[config.mk]
export PLATFORM = sky130hd
export DESIGN_NAME = gcd_ip_top
export DESIGN_NICKNAME = d
export VERILOG_FILES = /design/src/rtl/gcd_ip_top.sv
export SDC_FILE = /design/constraint.sdc
export NUM_CORES = 1
export LEC_CHECK = 0
export BUFFER_PORTS_ARGS = -buffer_cell sky130_fd_sc_hd__buf_4
export CAP_MARGIN = 20
export CORE_MARGIN = 2
export CORE_UTILIZATION = 60
export DETAILED_ROUTE_END_ITERATION = 8
export PLACE_DENSITY = 0.77
export SLEW_MARGIN = 5
export SYNTH_ARGS = -nofsm -noshare
export SYNTH_HDL_FRONTEND = slang
export SYNTH_SLANG_ARGS = --single-unit
[constraint.sdc]
create_clock -name clk -period 5.3 [get_ports clk]
set_input_delay 0.53 -clock clk [delete_from_list [all_inputs] [get_ports clk]]
set_output_delay 0.53 -clock clk [all_outputs]
set_load 0.1 [all_outputs]
[src/rtl/gcd_ip_top.sv]
// Subtraction-based Euclid GCD engine: one step per clock, operands captured from
// the pins whenever idle, and the result held until the operands change.
//
// state | meaning
// IDLE  | waiting for a nonzero operand pair, outputs cleared
// CALC  | subtracting the smaller working value from the larger one
// DONE  | result valid on cout, watching a/b for a change
module gcd_ip_top #(
  parameter int WIDTH = 8
) (
  input  logic             clk,
  input  logic             rst,
  input  logic [WIDTH-1:0] a,
  input  logic [WIDTH-1:0] b,
  output logic [WIDTH-1:0] cout,
  output logic             isdone
);

  typedef enum logic [1:0] {
    IDLE = 2'd0,
    CALC = 2'd1,
    DONE = 2'd2
  } state_t;

  state_t           state;
  logic [WIDTH-1:0] x;
  logic [WIDTH-1:0] y;
  logic [WIDTH-1:0] a_cap;
  logic [WIDTH-1:0] b_cap;

  always_ff @(posedge clk or negedge rst) begin
    if (!rst) begin
      state  <= IDLE;
      x      <= '0;
      y      <= '0;
      a_cap  <= '0;
      b_cap  <= '0;
      cout   <= '0;
      isdone <= 1'b0;
    end else begin
      case (state)
        IDLE: begin
          cout   <= '0;
          isdone <= 1'b0;
          if ((a != '0) || (b != '0)) begin
            x     <= a;
            y     <= b;
            a_cap <= a;
            b_cap <= b;
            state <= CALC;
          end
        end
        CALC: begin
          // Larger value is always the minuend, so neither subtraction can wrap.
          if (y == '0) begin
            cout   <= x;
            isdone <= 1'b1;
            state  <= DONE;
          end else if (x == '0) begin
            cout   <= y;
            isdone <= 1'b1;
            state  <= DONE;
          end else if (x == y) begin
            cout   <= x;
            isdone <= 1'b1;
            state  <= DONE;
          end else if (x > y) begin
            x <= x - y;
          end else begin
            y <= y - x;
          end
        end
        DONE: begin
          // New operands are captured only after a pass through IDLE.
          if ((a != a_cap) || (b != b_cap)) begin
            cout   <= '0;
            isdone <= 1'b0;
            state  <= IDLE;
          end
        end
        default: begin
          cout   <= '0;
          isdone <= 1'b0;
          state  <= IDLE;
        end
      endcase
    end
  end

endmodule

==> results of run 1 <==
[per-layer routing]
| layer | GRT usage | share of wire | vias to the layer above |
|---|---|---|---|
| li1 | - | - | 1119 |
| met1 | 0.371 | 0.44 | 1110 |
| met2 | 0.480 | 0.48 | 77 |
| met3 | 0.0402 | 0.052 | 19 |
| met4 | 0.107 | 0.032 | 0 |
| met5 | 0 | 0 | - |
[placed cells by master, fill, tap and decap left out, types with 8 or more instances in the layout]
cell type,instances
sky130_fd_sc_hd__dfrtp_1,43
sky130_fd_sc_hd__buf_4,27
sky130_fd_sc_hd__inv_1,24
sky130_fd_sc_hd__nor2_1,20
sky130_fd_sc_hd__ha_1,15
sky130_fd_sc_hd__xnor2_1,14
sky130_fd_sc_hd__o21ai_1,14
sky130_fd_sc_hd__o21ai_0,14
sky130_fd_sc_hd__mux2_2,14
sky130_fd_sc_hd__a21oi_1,12
sky130_fd_sc_hd__nand2_1,11
sky130_fd_sc_hd__a211oi_1,10
sky130_fd_sc_hd__mux2_4,10
sky130_fd_sc_hd__nor4_1,9
sky130_fd_sc_hd__nand4_1,8
sky130_fd_sc_hd__nand2b_1,8
[per-stage QoR]
step	hold slack, ps	utilization
4_1_cts	230	0.690
3_5_place_dp	500	0.669
2_1_floorplan	234	-
6_report	198	0.690
3_3_place_gp	492	0.669
5_1_grt	267	0.690
[synth_stat cells (2+ instances only)]
cell type / number
sky130_fd_sc_hd__nor4b_1: 4
sky130_fd_sc_hd__buf_6: 4
sky130_fd_sc_hd__mux2i_1: 6
sky130_fd_sc_hd__nor2_1: 20
sky130_fd_sc_hd__clkbuf_1: 3
sky130_fd_sc_hd__or4_1: 4
sky130_fd_sc_hd__xor2_1: 5
sky130_fd_sc_hd__nand2_1: 11
sky130_fd_sc_hd__nand4_1: 8
sky130_fd_sc_hd__mux2_1: 2
sky130_fd_sc_hd__nand3_1: 5
sky130_fd_sc_hd__o31ai_1: 3
sky130_fd_sc_hd__o21ai_1: 14
sky130_fd_sc_hd__a21oi_1: 12
sky130_fd_sc_hd__o31a_1: 4
sky130_fd_sc_hd__inv_1: 24
sky130_fd_sc_hd__mux2_4: 10
sky130_fd_sc_hd__buf_4: 2
sky130_fd_sc_hd__xnor2_1: 14
sky130_fd_sc_hd__dfrtp_1: 43
sky130_fd_sc_hd__nand2b_1: 8
sky130_fd_sc_hd__nor4_1: 9
sky130_fd_sc_hd__nand2_2: 2
sky130_fd_sc_hd__a211oi_1: 10
sky130_fd_sc_hd__buf_2: 2
sky130_fd_sc_hd__mux2_2: 14
sky130_fd_sc_hd__o21ai_0: 14
sky130_fd_sc_hd__nor3b_1: 6
sky130_fd_sc_hd__o21a_1: 2
sky130_fd_sc_hd__ha_1: 15
sky130_fd_sc_hd__fa_1: 2
[sequential cells by signal (all words and copies together), names as in the netlist]
register / cells
cout: 8
b_cap: 8
a_cap: 8
isdone: 1
x: 8
state: 2
y: 8
[cell families (layout without fill, tap and decap cells)]
logic type / Yosys count / in the layout / synth area share
buf+inv: 36 / 58 / 0.0588
flops: 43 / 43 / 0.358
xor+xnor: 19 / 19 / 0.0554
fa+ha+maj: 17 / 17 / 0.0759
compound gates: 67 / 67 / 0.143
mux: 32 / 32 / 0.130
simple gates: 87 / 87 / 0.178
[worst min-delay path by stage]
stage / from / end / slack, ps / cells past startpoint
5_1_grt: rst / cout[2]$_DFFE_PN0P_ / 270 / 1
6_report: rst / isdone$_DFFE_PN0P_ / 200 / 1
4_1_cts: rst / cout[5]$_DFFE_PN0P_ / 230 / 1
2_1_floorplan: rst / a_cap[0]$_DFFE_PN0P_ / 230 / 0
3_5_place_dp: b_cap[7]$_DFFE_PN0P_ / b_cap[7]$_DFFE_PN0P_ / 500 / 1
3_3_place_gp: a_cap[7]$_DFFE_PN0P_ / a_cap[7]$_DFFE_PN0P_ / 490 / 1
[area by class of cell]
class                      instances  share of cell area
sequential                        43               0.326
clock inverter                     1             0.00909
clock buffer                       6              0.0220
timing repair buffer              27              0.0613
multi-input combinational        222               0.529
inverter                          24              0.0273
tap                               67              0.0254
[critical path, stage by stage (launching register included)]
cell	delay [ps]
sky130_fd_sc_hd__dfrtp_1	400
sky130_fd_sc_hd__inv_1	70
sky130_fd_sc_hd__ha_1	550
sky130_fd_sc_hd__nand4_1	250
sky130_fd_sc_hd__or2_4	330
sky130_fd_sc_hd__nand4b_4	130
sky130_fd_sc_hd__o21a_1	460
sky130_fd_sc_hd__mux2_4	340
==> qor.txt, run 1 <==
number of register bits inferred by synthesis: 43
Area growth, synth to finish: 10.1%
setup slack on the worst flop-to-flop path: 2640 ps
Worst setup endpoint: y[2]$_DFFE_PN0P_
maximum buffer depth of the clock tree: 2
share of post-route cells with drive strength above 1: 0.217
shortest clock period the worst path allows after layout: 2660 ps
initial drt markers: 175
average instance area after synthesis: 9.97 um^2
startpoint kind of the worst setup timing path: flop
portion of the post-synthesis area used by sequential elements: 0.358
maximum clock frequency: 376 MHz
worst reg2reg path startpoint: y[5]$_DFFE_PN0P_
Horiz. Die Dim: 74.7 um
Fin. Hold Viols: 0
launch point of the critical path: y[5]$_DFFE_PN0P_
setup TNS after final layout: 0 ps
net count of the finished layout: 358
CTS HTree Levels: 2
Yosys top cell area share: 0.358
source-to-sink clock delay at the later pin of the worst-skew pair: 300 ps
Yosys top cell by area: sky130_fd_sc_hd__dfrtp_1
Distinct cells, synth: 50
pins over their slew limit: 0
weighted congestion at the end of routability-driven global placement: 0.927
number of max-cap violations: 0
Tot GR Track Use: 0.284
Die Y: 74.7 um
initial antenna violation count: 0
count of endpoints failing setup in the final report: 0
RSZ-0062 raised after global routing: false
Diodes inserted: 0
setup slack after layout: 2640 ps
Worst Clk Skew: 7.17 ps
starting utilization of the core area: 0.627
largest fanout on the critical path: 15
largest net degree at the start of global routing: 44
mean number of vias per cell: 5.96
Routed wire per std cell: 18.1 um
leading post-synthesis cells by cell area: sky130_fd_sc_hd__dfrtp_1, sky130_fd_sc_hd__ha_1, sky130_fd_sc_hd__mux2_2
outcome: completed
synth warn: 0
total CTS buffers: 5
register area: 1080 um^2
post-placement setup slack: 2600 ps
post-detail-place hpwl: 5350 um
post-synthesis cell count: 301
area of the die: 5580 um^2
placement row count: 25
clock sink count: 43
Slew Limit Headroom: 0.601
drt total wl: 7050 um
number of filler instances in the final layout: 385
non-filler instance count after layout: 390
total area of multi-input combinational cells: 1750 um^2
design area: 3300 um^2
Clock transition at path regs: 80 ps
TritonCTS clock tree: built
total via count after detailed routing: 2325
number of flops mapped to enable cells by yosys: 0
number of placed instances with taps included: 383
count of antenna-violating nets left after detailed routing: 0
category of the worst setup path capture point: flop
Gates resized, CTS repair: 0
first-pass GRT wire length: 11600 um
leftover overflow at the end of global routing: 0
post-synthesis instance area: 3000 um^2
number of buffers inserted by port buffering: 26
Primary FF master, synth: sky130_fd_sc_hd__dfrtp_1
ratio of final minimum period to clock period: 0.501
total placed instance area: 3200 um^2
capturing point of the worst reg2reg path: y[2]$_DFFE_PN0P_
class of the tightest hold or removal check: in2async
worst setup path class: reg2reg
DRC Markers: 0
vias in the first global route: 2283
net count after synthesis: 336
# Post-CTS Setup Buffers: 0
slew of the pin with the lowest slew margin: 597 ps
async set-reset flop share out of synthesis: 1.00
worst endpoint required time: 5480 ps
First-pass DRT Iterations: 4
placeable core region: 4790 um^2
arrival time at the worst endpoint: 2840 ps
root buf cell: sky130_fd_sc_hd__clkbuf_8
Post-CTS Hold Fix Bufs: 0
number of top-level pins: 27
depth of the worst register-to-register path: 7
Power of run 1 is not shown: default switching activity piles up to over one toggle a cycle in this logic, so the estimate is an artifact.
==> run 2: changes to the inputs <==
ABC_AREA = 1   (was not set)
CORE_UTILIZATION = 54   (was 60)
PLACE_DENSITY = 0.73   (was 0.77)
clock period = 2.4 ns   (was 5.3 ns; I/O delays follow)
==> run 2 against run 1 <==
Effect of this change:
- register-to-register slack worse by 2300 ps
- utilization is 6.0 points lower
- hold slack gained 7.9 ps
- routed wire length rose by 13%
- clock-buffer cell count stayed put
- synthesized area up 3.9%
- critical path type unchanged
- critical endpoint is now x[6]$_DFFE_PN0P_
==> qor.txt, run 2 <==
mean number of vias per cell: 5.21
Distinct cells, synth: 30
vias in the first global route: 2703
initial antenna violation count: 0
setup TNS after final layout: 0 ps
class of the tightest hold or removal check: in2reg
async set-reset flop share out of synthesis: 1.00
TritonCTS clock tree: built
worst hold margin: 206 ps
largest fanout on the critical path: 8
pins over their slew limit: 0
weighted congestion at the end of routability-driven global placement: 0.956
Diodes inserted: 0
RSZ-0062 raised after global routing: false
post-detail-place hpwl: 6220 um
ratio of final minimum period to clock period: 0.846
clock sink count: 43
number of top-level pins: 27
Die Y: 80.0 um
worst setup path class: reg2reg
commonest cells after routing, fill and taps aside: sky130_fd_sc_hd__nand2_1, sky130_fd_sc_hd__inv_1, sky130_fd_sc_hd__dfrtp_1, sky130_fd_sc_hd__nand3_1, sky130_fd_sc_hd__o21ai_0
Clock transition at path regs: 90 ps
shortest clock period the worst path allows after layout: 2030 ps
most common library cell in the layout ignoring fill and taps: sky130_fd_sc_hd__nand2_1
count of endpoints failing setup in the final report: 0
startpoint kind of the worst setup timing path: flop
first-pass GRT wire length: 13100 um
mux share of post-synthesis cell area: 0
maximum clock frequency: 493 MHz
design area: 3490 um^2
Primary FF master, synth: sky130_fd_sc_hd__dfrtp_1
placeable core region: 5540 um^2
number of buffers inserted by port buffering: 26
worst endpoint required time: 2600 ps
Fin. Hold Viols: 0
source-to-sink clock delay at the later pin of the worst-skew pair: 310 ps
total via count after detailed routing: 2888
DRC Markers: 0
largest family of logic cells by synthesized area: simple AND/OR/NAND/NOR gates
post-synthesis cell count: 452
Routed wire per std cell: 14.4 um
count of antenna-violating nets left after detailed routing: 0
net count after synthesis: 487
portion of the post-synthesis area used by sequential elements: 0.345
post-synthesis instance area: 3120 um^2
Area growth, synth to finish: 12.0%
total CTS buffers: 5
root buf cell: sky130_fd_sc_hd__clkbuf_8
share of post-route cells with drive strength above 1: 0.129
outcome: completed
category of the worst setup path capture point: flop
Gates resized, CTS repair: 0
most instantiated cells after synthesis: sky130_fd_sc_hd__nand2_1, sky130_fd_sc_hd__inv_1, sky130_fd_sc_hd__dfrtp_1
highest cell delay on the worst timing path: 400 ps
most numerous cell on the critical path: sky130_fd_sc_hd__nand2_1
average instance area after synthesis: 6.90 um^2
leftover overflow at the end of global routing: 0
Yosys top cell area share: 0.345
xor-xnor portion of the synthesized cell area: 0.0225
drt total wl: 7990 um
setup slack after layout: 370 ps
Tot GR Track Use: 0.273
post-synthesis simple-gate area fraction: 0.378
# Post-CTS Setup Buffers: 0
largest net degree at the start of global routing: 44
starting utilization of the core area: 0.563
synth warn: 0
Yosys top cell by area: sky130_fd_sc_hd__dfrtp_1
cell at the slowest stage of the critical path: sky130_fd_sc_hd__fa_1
number of max-cap violations: 0
placement row count: 27
maximum buffer depth of the clock tree: 2
total placed instance area: 3370 um^2
leading post-synthesis cells by cell area: sky130_fd_sc_hd__dfrtp_1, sky130_fd_sc_hd__nand2_1, sky130_fd_sc_hd__inv_1
number of flops mapped to enable cells by yosys: 0
Horiz. Die Dim: 80.0 um
arrival time at the worst endpoint: 2230 ps
CTS HTree Levels: 2
First-pass DRT Iterations: 5
initial drt markers: 221
number of register bits inferred by synthesis: 43
net count of the finished layout: 516
slew of the pin with the lowest slew margin: 557 ps
library cell with the highest instance count after synthesis: sky130_fd_sc_hd__nand2_1
cell-by-cell listing of the critical path: inv_1 > ha_1 > fa_1 > inv_1 > nand2_1 > nand2_1 > nand3_1 > nand2_2 > nand2_4 > nand2_2 > nand3_4 > nand2_1 > nand2_1
Slew Limit Headroom: 0.629
area of the die: 6400 um^2
post-placement setup slack: 400 ps
Worst Clk Skew: 8.22 ps
complex-gate fraction of the synthesized area: 0.0923
synthesized-area fraction occupied by adder cells: 0.0730
run 2: cell count changes after synthesis, sizes merged, moves of 8 or more:
cell | previous run | this run
a211oi | 11 | 0
inv | 24 | 62
mux2 | 26 | 0
nand2 | 13 | 195
nand2b | 9 | 0
nand3 | 5 | 34
nor2 | 21 | 29
nor4 | 11 | 0
xnor2 | 14 | 6
run 2: area by class of cell:
class,count,area (um^2)
multi-input cells,341,1760
clock inverters,2,35.0
repair buffers,28,213
inverters,62,233
fillers,538,2050
clock buffers,6,82.6
well taps,72,90.1
flip-flops and latches,43,1080
run 2: cells by family (layout without fill, tap and decap cells):
group           after synthesis  count (layout)
buf+inv                      68              98
xor+xnor                      8               8
fa+ha+maj                    17              17
simple gates                264             264
compound gates               52              52
flops                        43              43
run 2: per-stage QoR:
step / cells / util
6_report: 554 / 0.631
3_5_place_dp: 545 / 0.607
2_1_floorplan: 452 / -
5_1_grt: 554 / 0.631
4_1_cts: 554 / 0.631
3_3_place_gp: 545 / 0.607
run 2: routing by layer:
layer  vias up  GRT usage  part of all wire
met5         -          0                 0
met4         0      0.124             0.037
met3        21     0.0611             0.050
met2        85      0.428              0.45
met1      1329      0.359              0.46
li1       1453          -                 -
run 2: what timing repair did:
action,in CTS,in global routing
endpoints found under the setup margin,0,0
hold buffers,1,0
endpoints found under the hold margin,43,0
run 2: critical path, delay by kind of cell, from the launching register on:
family | cells | cell delay (ps)
buffers and inverters | 2 | 150
AND/OR/NAND/NOR | 9 | 780
flip-flops | 1 | 370
adder cells (fa/ha/maj) | 2 | 610
run 2: path summary, 6_finish.rpt:
check                                         start                    to  slack (ps)  depth (start not counted)
worst max-delay path               x[0]$_DFFE_PN0P_      x[6]$_DFFE_PN0P_         370                         13
worst min-delay path                           a[4]  a_cap[4]$_DFFE_PN0P_         210                          3
worst max register to register     x[0]$_DFFE_PN0P_      x[6]$_DFFE_PN0P_         370                         13
worst min register to register  cout[0]$_DFFE_PN0P_   cout[0]$_DFFE_PN0P_         480                          2
max in group asynchronous                       rst  a_cap[2]$_DFFE_PN0P_        1550                          2
min in group asynchronous                       rst      y[5]$_DFFE_PN0P_         460                          2
Power of run 2 is left out for the same reason.
==> run 3: changes to the inputs <==
ABC_AREA = 0   (was 1)
CORE_UTILIZATION = 60   (was 54)
PLACE_DENSITY = 0.77   (was 0.73)
clock period = 2 ns   (was 2.4 ns; I/O delays follow)
==> run 3 against run 2 <==
Effect of this change:
- the flow now finishes with violations (setup timing)
- global-route usage increased by 4.3 points
- clock-buffer cell count increased by 1
- via count decreased by 5.9%
- routed wire length increased by 5.2%
- highest routed layer unchanged
- utilization increased by 18 points
- cell area increased by 11%
- register-to-register slack got worse by 600 ps
- die area decreased by 13%
- critical path type unchanged
- first-iteration DRC count decreased by 20%
- sequential cell count unchanged
- final cell count decreased by 19%
==> qor.txt, run 3 (synthesis gave the netlist of run 1 again) <==
outcome: complete, but fails checks
failing checks: setup timing
Horiz. Die Dim: 74.7 um
maximum clock frequency: 448 MHz
Clock transition at path regs: 80 ps
commonest cells after routing, fill and taps aside: sky130_fd_sc_hd__buf_4, sky130_fd_sc_hd__dfrtp_1, sky130_fd_sc_hd__inv_1, sky130_fd_sc_hd__nor2_1
net count of the finished layout: 415
placement row count: 25
RSZ-0062 raised after global routing: true
Crit. path cell count: 8
Fin. Hold Viols: 0
maximum buffer depth of the clock tree: 2
cell-by-cell listing of the critical path: ha_4 > fa_2 > nand2b_4 > a211oi_4 > a211o_1 > o21a_1 > buf_6 > mux2_4
Area growth, synth to finish: 29.8%
number of top-level pins: 27
slew of the pin with the lowest slew margin: 668 ps
number of max-cap violations: 0
total CTS buffers: 5
total via count after detailed routing: 2719
count of endpoints failing setup in the final report: 25
weighted congestion at the end of routability-driven global placement: 0.904
post-placement setup slack: -216 ps
Buffers & Inverters on Critical Path: 1
shortest clock period the worst path allows after layout: 2230 ps
depth of the worst register-to-register path: 8
root buf cell: sky130_fd_sc_hd__clkbuf_8
ratio of final minimum period to clock period: 1.12
worst endpoint required time: 2200 ps
Tot GR Track Use: 0.316
Diodes inserted: 0
area of the die: 5580 um^2
capturing point of the worst reg2reg path: y[2]$_DFFE_PN0P_
mean number of vias per cell: 6.07
delay-heaviest family, CP: compound AO/OA/AOI/OAI gates
number of placed instances with taps included: 436
Slew Limit Headroom: 0.551
Util after Layout: 0.814
startpoint kind of the worst setup timing path: flop
source-to-sink clock delay at the later pin of the worst-skew pair: 310 ps
share of post-route cells with drive strength above 1: 0.375
total placed instance area: 3630 um^2
largest net degree at the start of global routing: 44
placeable core region: 4790 um^2
arrival time at the worst endpoint: 2430 ps
non-filler instance count after layout: 448
clock sink count: 43
WHS Endpoint: b_cap[7]$_DFFE_PN0P_
Die Y: 74.7 um
Min-Delay Startpoint: b[7]
cell at the slowest stage of the critical path: sky130_fd_sc_hd__dfrtp_1
most common library cell in the layout ignoring fill and taps: sky130_fd_sc_hd__buf_4
number of buffers inserted by port buffering: 26
TritonCTS clock tree: built
First-pass DRT Iterations: 5
initial drt markers: 177
CTS HTree Levels: 2
class of the tightest hold or removal check: in2reg
setup slack on the worst flop-to-flop path: -230 ps
vias in the first global route: 2640
depth of the worst hold-timing path: 2
first-pass GRT wire length: 12900 um
drt total wl: 8400 um
initial antenna violation count: 0
Worst Clk Skew: 2.28 ps
count of antenna-violating nets left after detailed routing: 0
post-detail-place hpwl: 6070 um
highest cell delay on the worst timing path: 420 ps
leftover overflow at the end of global routing: 0
worst reg2reg path startpoint: y[0]$_DFFE_PN0P_
starting utilization of the core area: 0.627
design area: 3890 um^2
worst setup path class: reg2reg
largest fanout on the critical path: 3
DRC Markers: 0
Routed wire per std cell: 18.8 um
category of the worst setup path capture point: flop
setup slack after layout: -231 ps
pins over their slew limit: 0
==> run 3: worst max-delay path by stage <==
stage                           startpoint          endpoint  slack (ps)
after floorplan           x[0]$_DFFE_PN0P_  x[3]$_DFFE_PN0P_        -220
after CTS                 y[0]$_DFFE_PN0P_  y[6]$_DFFE_PN0P_        -190
final                     y[0]$_DFFE_PN0P_  y[2]$_DFFE_PN0P_        -230
after detailed placement  x[0]$_DFFE_PN0P_  x[6]$_DFFE_PN0P_        -220
after global placement    x[0]$_DFFE_PN0P_  x[6]$_DFFE_PN0P_        -140
after global routing      x[0]$_DFFE_PN0P_  y[2]$_DFFE_PN0P_        -280
==> run 3: per-layer routing <==
layer / global-route usage / part of all wire / vias to the layer above
li1: - / - / 1245
met1: 0.386 / 0.41 / 1331
met2: 0.548 / 0.50 / 111
met3: 0.0656 / 0.051 / 32
met4: 0.129 / 0.036 / 0
met5: 0 / 0 / -
==> run 3: cell type report <==
type / count / area (um^2)
well taps: 67 / 83.8
multi-input cells: 222 / 1870
repair buffers: 84 / 673
fillers: 293 / 891
inverters: 24 / 90.1
clock inverters: 1 / 7.51
clock buffers: 7 / 96.3
flip-flops and latches: 43 / 1080
==> run 3: per-stage QoR <==
| step | setup TNS [ps] | hold slack, ps |
|---|---|---|
| floorplan | -2180 | -95.6 |
| global placement | -1880 | 216 |
| CTS | -2120 | 159 |
| detailed placement | -3220 | 219 |
| global route | -4680 | 159 |
| finish | -3430 | 155 |
==> run 3: timing repair <==
action,4_1_cts,5_1_grt
endpoints found under the hold margin,43,0
hold buffers,1,0
pin swaps,5,3
resized for setup,6,14
cloned,0,0
setup buffers,3,0
endpoints found under the setup margin,25,25
Power of run 3 is left out for the same reason.
